File: src/rtl/reduce_width_sat_pipe.sv
// Multi-channel signed width reducer: round away SHIFT LSBs, then saturate to OWIDTH bits.
// Two-stage pipeline with sticky saturation flags; define SAT_COUNT_EN to add the sat_count counter.
module reduce_width_sat_pipe #(
  parameter int NCHAN  = 4,
  parameter int IWIDTH = 24,
  parameter int OWIDTH = 16,
  parameter int SHIFT  = 4,
  parameter int CWIDTH = 16
) (
  input  logic                    clk,
  input  logic                    rst_n,
  input  logic [1:0]              rnd_mode,
  input  logic                    in_valid,
  input  logic [NCHAN*IWIDTH-1:0] in_data,
  input  logic                    sat_clr,
  output logic                    out_valid,
  output logic [NCHAN*OWIDTH-1:0] out_data,
  output logic [NCHAN-1:0]        sat_flags
`ifdef SAT_COUNT_EN
  ,
  output logic [CWIDTH-1:0]       sat_count
`endif
);

  // Rounded value carries one guard bit so rounding up never wraps.
  localparam int RW = IWIDTH - SHIFT + 1;

  logic [RW-1:0]     rnd     [NCHAN];
  logic [RW-1:0]     s1_r    [NCHAN];
  logic [OWIDTH-1:0] sat_val [NCHAN];
  logic [NCHAN-1:0]  sat_hit;
  logic              s1_valid;

  for (genvar k = 0; k < NCHAN; k++) begin : g_chan
    logic [IWIDTH-1:0] x;
    logic [RW-OWIDTH:0] top;

    assign x = in_data[k*IWIDTH +: IWIDTH];

    if (SHIFT > 0) begin : g_rnd
      logic [SHIFT-1:0] dropped;
      logic [RW-1:0]    fl;
      logic             rest;
      logic             up;

      assign dropped = x[SHIFT-1:0];
      assign fl      = {x[IWIDTH-1], x[IWIDTH-1:SHIFT]};
      // Any dropped bit below the half position is set, i.e. strictly above one half when the MSB is set.
      assign rest    = |(dropped << 1);

      always_comb begin
        up = 1'b0;
        case (rnd_mode)
          2'd1:    up = dropped[SHIFT-1];
          2'd2:    up = dropped[SHIFT-1] & (rest | fl[0]);
          default: up = 1'b0;
        endcase
      end

      assign rnd[k] = fl + {{(RW-1){1'b0}}, up};
    end else begin : g_pass
      assign rnd[k] = {x[IWIDTH-1], x};
    end

    // Value fits when every bit from the output sign bit upward agrees.
    assign top        = s1_r[k][RW-1:OWIDTH-1];
    assign sat_hit[k] = ~((&top) | ~(|top));
    assign sat_val[k] = !sat_hit[k] ? s1_r[k][OWIDTH-1:0] :
                        (s1_r[k][RW-1] ? {1'b1, {(OWIDTH-1){1'b0}}}
                                       : {1'b0, {(OWIDTH-1){1'b1}}});
  end

  always_ff @(posedge clk or negedge rst_n) begin
    if (!rst_n) begin
      s1_valid <= 1'b0;
      for (int k = 0; k < NCHAN; k++) s1_r[k] <= '0;
    end else begin
      s1_valid <= in_valid;
      if (in_valid) begin
        for (int k = 0; k < NCHAN; k++) s1_r[k] <= rnd[k];
      end
    end
  end

  logic [NCHAN-1:0] new_flags;
  assign new_flags = s1_valid ? sat_hit : '0;

  // A clear coinciding with a new saturation keeps the new event.
  always_ff @(posedge clk or negedge rst_n) begin
    if (!rst_n) begin
      out_valid <= 1'b0;
      out_data  <= '0;
      sat_flags <= '0;
    end else begin
      out_valid <= s1_valid;
      if (s1_valid) begin
        for (int k = 0; k < NCHAN; k++) out_data[k*OWIDTH +: OWIDTH] <= sat_val[k];
      end
      sat_flags <= (sat_clr ? '0 : sat_flags) | new_flags;
    end
  end

`ifdef SAT_COUNT_EN
  logic sat_event;
  assign sat_event = |new_flags;

  always_ff @(posedge clk or negedge rst_n) begin
    if (!rst_n) begin
      sat_count <= '0;
    end else if (sat_clr) begin
      sat_count <= sat_event ? CWIDTH'(1) : '0;
    end else if (sat_event && !(&sat_count)) begin
      sat_count <= sat_count + CWIDTH'(1);
    end
  end
`endif

endmodule
File: config.mk
export PLATFORM = sky130hd
export DESIGN_NAME = reduce_width_sat_pipe
export DESIGN_NICKNAME = d
export VERILOG_FILES = /design/src/rtl/reduce_width_sat_pipe.sv
export SDC_FILE = /design/constraint.sdc
export NUM_CORES = 1
export LEC_CHECK = 0
export CORE_ASPECT_RATIO = 0.7
export CORE_MARGIN = 2
export CORE_UTILIZATION = 40
export DETAILED_ROUTE_END_ITERATION = 6
export HOLD_SLACK_MARGIN = 0.15
export PLACE_DENSITY = 0.71
export RECOVER_POWER = 25
export SKIP_CTS_REPAIR_TIMING = 1
export SYNTH_ARGS = -nofsm -noshare
export SYNTH_HDL_FRONTEND = slang
export SYNTH_SLANG_ARGS = --single-unit
File: constraint.sdc
create_clock -name clk -period 1.7 [get_ports clk]
set_input_delay 0.34 -clock clk [delete_from_list [all_inputs] [get_ports clk]]
set_output_delay 0.34 -clock clk [all_outputs]
set_load 0.03 [all_outputs]
==> results.toml, run 1 <==
[setup_path]
worstPathMaxFanout = 4
worstSetupStartpointType = "primary input"
end_kind = "flip-flop"
r2r_start = "s1_valid"
crit_type = "primary input to flip-flop"
cp_data_arrival_time_ns = 2.40
worstPathRequired_ns = 2.00
startpoint = "rnd_mode[0]"

[sta]
setup_viol = 63
slew_violations = 0
worst_slack_ns = -0.409
min_period_ns = 2.11
slew_headroom = 0.175
fin_crit_sh = 1.24
fin_worst_skew_ns = 0.0108
rsz0062_at_grt = "yes"
whs_ns = 0.444
hold_viol_final = 0
tightestPinTransition_ns = 1.24
max_freq_ghz = 0.474

[pwr]
power.leakage_nw = 5.69
power.density_nw_per_um2 = 872
vdd_drop_max_mv = 0.573

[clocking]
cts_made_buffers = 17
cts_tree = "done"
h-tree-depth = 4
clk_pin_slew_worst_paths_ns = 0.06
cts-root-buf = "clkbuf_16"
clock_sinks = 154
clockBufferDepth = 2
clock_latency_ns = 0.42

[place]
portBuffers = 170
dpl.hpwl_um = 15600
place_area_um2 = 10900
dpl.cell_count = 1284
gp_congestion = 0.851

[finish]
drive_above_1_share = 0.285
antenna_cells = 0
n_fill_cell = 1428
syn_to_final_growth_pct = 62.0
fin_nets = 1192
final_cells = 1333
final_cell_mix = "dfrtp_1, buf_4, nor2_1"
final_common_cell = "dfrtp_1"
stdcell_area_um2 = 12400

[hold_path]
min_path_type = "primary input to flip-flop"
min-delay-start = "in_data[52]"

[detailed_routing]
wirelength_um = 22800
drt_iter0_markers = 536
drc = 0
drtPass1Iterations = 5
ant_nets = 0
detailroute.via_count = 7190
wl_per_cell_um = 17.1
avgViaCountPerCell = 5.39

[global_routing]
grtUsageTotal = 0.222
grt.busiest_layer = "met1"
grt_use_met3 = 0.0468
grt_first_pass_wirelength_um = 35400
grt_max_degree = 47
gr-total-overflow = 0
grt_pass1_vias = 6797
grt_use_met1 = 0.333
grt_use_met2 = 0.332
antenna_found_initial = 0

[run]
cap_violations = 0

[synth]
netlist_area_um2 = 7650
ys.flop_type = "dfrtp_1"
synth_cell_types = 44
ys_ff_latch = 154
synth_seq_area_share = 0.503
synth_edf_count = 0
async_reset_ff_frac = 1.00
ys_warn_count = 0
syn_inst = 779
syn-num-nets = 891
synth.avg_cell_area_um2 = 9.83

[floorplanning]
coreArea_um2 = 18800
dieArea_um2 = 20300
ios = 171
start_util = 0.407
num_rows = 42
die_h_um = 120
die_w_um = 169

[outcome]
status = "complete, but fails checks"
violations = "setup timing"
## report_power, final
part           internal (mW)  switching [mW]  leakage, nW
logic                   1.17            1.29         3.63
clock network           2.52            1.52        0.301
registers               4.07           0.244         1.75
## registers in the layout, indices dropped and copies added, names as in the netlist
| register | count |
|---|---|
| out_data | 64 |
| out_valid | 1 |
| s1_r | 60 |
| s1_valid | 1 |
| sat_flags | 4 |
| g_chan.top | 24 |
## stage by stage
stage	utilization	power (mW)	setup WS [ns]	setup TNS [ns]
2_1_floorplan	-	5.49	-0.658	-17.16
3_3_place_gp	0.581	6.72	-1.31	-79.07
3_5_place_dp	0.581	6.76	-1.34	-80.19
4_1_cts	0.614	10.8	-0.900	-50.67
5_1_grt	0.659	11.3	-0.447	-16.17
6_report	0.659	10.8	-0.409	-11.90
## cell type report
type                    count  area (µm²)  share of cell area
multi-input cells         553        4250               0.343
flip-flops and latches    154        3860               0.311
repair buffers            328        3250               0.262
clock buffers              19         453              0.0365
well taps                 242         303              0.0244
clock inverters            11         171              0.0138
inverters                  26         110             0.00888
## layer usage
metal,vias to the layer above,wire [µm]
met1,3516,11100
li1,3450,-
met2,212,10400
met4,0,163
met3,12,1160
met5,-,0
## synthesized netlist by cell type (8+ instances only)
master	number	area, µm²
a21oi_1	80	400
a311o_1	45	450
a31oi_1	22	138
and3_1	10	62.6
clkbuf_1	41	154
dfrtp_1	154	3850
ha_1	10	125
inv_1	26	97.6
mux2_2	13	146
nand2_1	27	101
nand3_1	24	120
nand4_1	22	138
nor2_1	97	364
nor2b_1	46	288
nor3_1	9	45.0
nor4_1	11	68.8
o21ai_0	15	75.1
o22ai_1	8	50.1
or3_1	15	93.8
or4_1	8	60.1
xnor2_1	36	315
xor2_1	11	96.3
## critical path, cell delays in order
cell and delay, ns:
buf_12 0.12, inv_12 0.04, ha_4 0.20, nor3b_4 0.24, ha_4 0.18, ha_4 0.13, nand4_1 0.10, or3_4 0.43
buf_4 0.15, buf_6 0.11, o31ai_1 0.23, a31oi_1 0.11
## logic make-up (layout without fill, tap and decap cells)
logic type | after synthesis | in the layout | synth area share
xor+xnor | 47 | 47 | 0.0538
fa+ha+maj | 10 | 10 | 0.0163
buf+inv | 72 | 384 | 0.0356
mux | 16 | 16 | 0.0230
compound gates | 186 | 186 | 0.163
flops | 154 | 154 | 0.503
simple gates | 294 | 294 | 0.205
## path summary, 6_finish.rpt
| kind | end | slack [ns] | cells past startpoint |
|---|---|---|---|
| worst max-delay path | g_chan[0].top[3] | -0.41 | 12 |
| min in group asynchronous | s1_r[29] | 0.52 | 2 |
| max in group asynchronous | s1_valid | 0.12 | 3 |
| worst max register to register | out_data[47] | 0.08 | 2 |
| worst min register to register | s1_r[1] | 0.51 | 1 |
| worst min-delay path | s1_r[21] | 0.44 | 4 |
Power figures use the tool's default switching activity.
==> run 2: changes to the inputs <==
Settings changed: CORE_UTILIZATION 40 to 46, PLACE_DENSITY 0.71 to 0.8.
==> run 2 against run 1 <==
The flow still finishes with violations (setup timing); wire length grew 8.2%; core utilization grew 9.1 points; critical path depth shrank 1; maximum frequency shrank 4.3%; register-to-register slack lost 0.19 ns; design area shrank 1.4%; via count grew 3.2%; combinational power is essentially flat; global-route usage grew 4.2 points; clock skew is essentially flat; sequential share of layout area grew 0.46 points.
==> results.toml, run 2 (same netlist as run 1, synthesis figures left out) <==
[finish]
syn_to_final_growth_pct = 59.7
final_common_cell = "dfrtp_1"
largest_reg_flops = 64
final_cell_mix = "dfrtp_1, buf_4, nor2_1"
regMostFlops = "out_data"
fin_nets = 1191
seq_area_um2 = 3860
final_core_util = 0.750
drive_above_1_share = 0.279
n_fill_cell = 1089
multi_input_area_um2 = 4170

[setup_path]
crit_type = "primary input to flip-flop"
worstSetupStartpointType = "primary input"
worstPathRequired_ns = 1.99
end_kind = "flip-flop"
cp_data_arrival_time_ns = 2.50
worstPathMaxFanout = 3
crit_path_max_incr_delay_ns = 0.43
cp_slowest_cell = "or3_4"
crit_top_cell = "ha_4"
crit_chain = "buf_8, ha_4, nor3b_4, ha_4, ha_4, nand4_1, or3_4, buf_4, buf_6, o31ai_1, a31oi_1"

[sta]
whs_ns = 0.472
max_freq_ghz = 0.454
min_period_ns = 2.20
hold_viol_final = 0
setup_viol = 85
worst_slack_ns = -0.504
fin_crit_sh = 1.30
slew_headroom = 0.243
slew_violations = 0
fin_worst_skew_ns = 0.0105
rsz0062_at_grt = "yes"
tightestPinTransition_ns = 1.14

[global_routing]
grtUsageTotal = 0.264
gr-total-overflow = 0
grt_pass1_vias = 7153
grt_max_degree = 77
antenna_found_initial = 1
grt_first_pass_wirelength_um = 36400

[run]
cap_violations = 0

[detailed_routing]
drtPass1Iterations = 5
drc = 0
detailroute.via_count = 7423
drt_iter0_markers = 499
avgViaCountPerCell = 5.63
wirelength_um = 24700
ant_nets = 0
wl_per_cell_um = 18.8

[clocking]
clockBufferDepth = 2
clk_pin_slew_worst_paths_ns = 0.06
clock_latency_ns = 0.42
h-tree-depth = 4
clock_sinks = 154
cts_made_buffers = 17
cts_tree = "done"
cts-root-buf = "clkbuf_16"

[floorplanning]
dieArea_um2 = 17700
ios = 171
die_w_um = 158
die_h_um = 112
start_util = 0.470
coreArea_um2 = 16300
num_rows = 39

[outcome]
violations = "setup timing"
status = "complete, but fails checks"

[pwr]
vdd_drop_max_mv = 0.675
power.density_nw_per_um2 = 879
power.leakage_nw = 5.61

[place]
portBuffers = 170
gp_congestion = 0.888
dpl.hpwl_um = 16300

[hold_path]
min_path_type = "primary input to flip-flop"
==> run 2: cell types whose count changed in the layout (fill, tap and decap cells not counted), sizes merged <==
cell           before  now
dlymetal6s2s       80   82
clkinv              5    3
bufinv              4    2
inv                26   32
buf               160  157
clkdlybuf4s50      79   78
clkbuf             27   28
diode               0    1
==> run 2: layout make-up <==
type / count / share of cell area
Multi-Input combinational cell: 553 / 0.341
Sequential cell: 154 / 0.316
Timing Repair Buffer: 327 / 0.261
Clock buffer: 19 / 0.0371
Tap cell: 225 / 0.0230
Clock inverter: 13 / 0.0128
Inverter: 26 / 0.00921
Antenna cell: 1 / 0.000205
==> run 2: per-stage QoR <==
step                setup TNS, ns  power (mW)  instance area [µm²]  cells  worst slack [ns]
finish                     -12.57        10.7                12200   1318            -0.504
global route               -21.47        11.2                12200   1318            -0.581
CTS                        -50.69        10.7                11500   1304            -0.922
detailed placement         -79.43        6.77                10900   1272             -1.36
global placement           -76.55        6.70                10900   1272             -1.30
floorplan                  -17.16        5.49                 7930    779            -0.658
==> run 2: critical path: cells and delay by family <==
| family | cells | cell delay [ns] |
|---|---|---|
| compound gates | 2 | 0.41 |
| fa+ha+maj | 3 | 0.60 |
| simple gates | 3 | 0.78 |
| buf+inv | 3 | 0.37 |
==> run 2: report_power, final <==
| group | internal [mW] | switching (mW) | total, mW |
|---|---|---|---|
| registers | 4.07 | 0.254 | 4.32 |
| clock network | 2.28 | 1.66 | 3.94 |
| logic | 1.16 | 1.33 | 2.49 |
| total | 7.51 | 3.24 | 10.7 |
==> run 2: worst paths after layout <==
| check | from | end | slack [ns] | cells after the start |
|---|---|---|---|---|
| setup / recovery | rnd_mode[1] | g_chan[0].top[3] | -0.50 | 11 |
| hold / removal | in_data[28] | s1_r[42] | 0.47 | 4 |
| setup reg to reg | s1_valid | out_data[34] | -0.11 | 3 |
| hold reg to reg | s1_r[42] | s1_r[42] | 0.51 | 1 |
| max in group asynchronous | rst_n | out_data[41] | 0.20 | 3 |
| min in group asynchronous | rst_n | out_data[42] | 0.69 | 2 |
==> run 2: per-layer routing <==
layer	up-vias	GRT usage	part of all wire
li1	3433	-	-
met4	0	0.0895	0.023
met5	-	0	0
met2	275	0.404	0.48
met3	44	0.0650	0.064
met1	3671	0.369	0.43
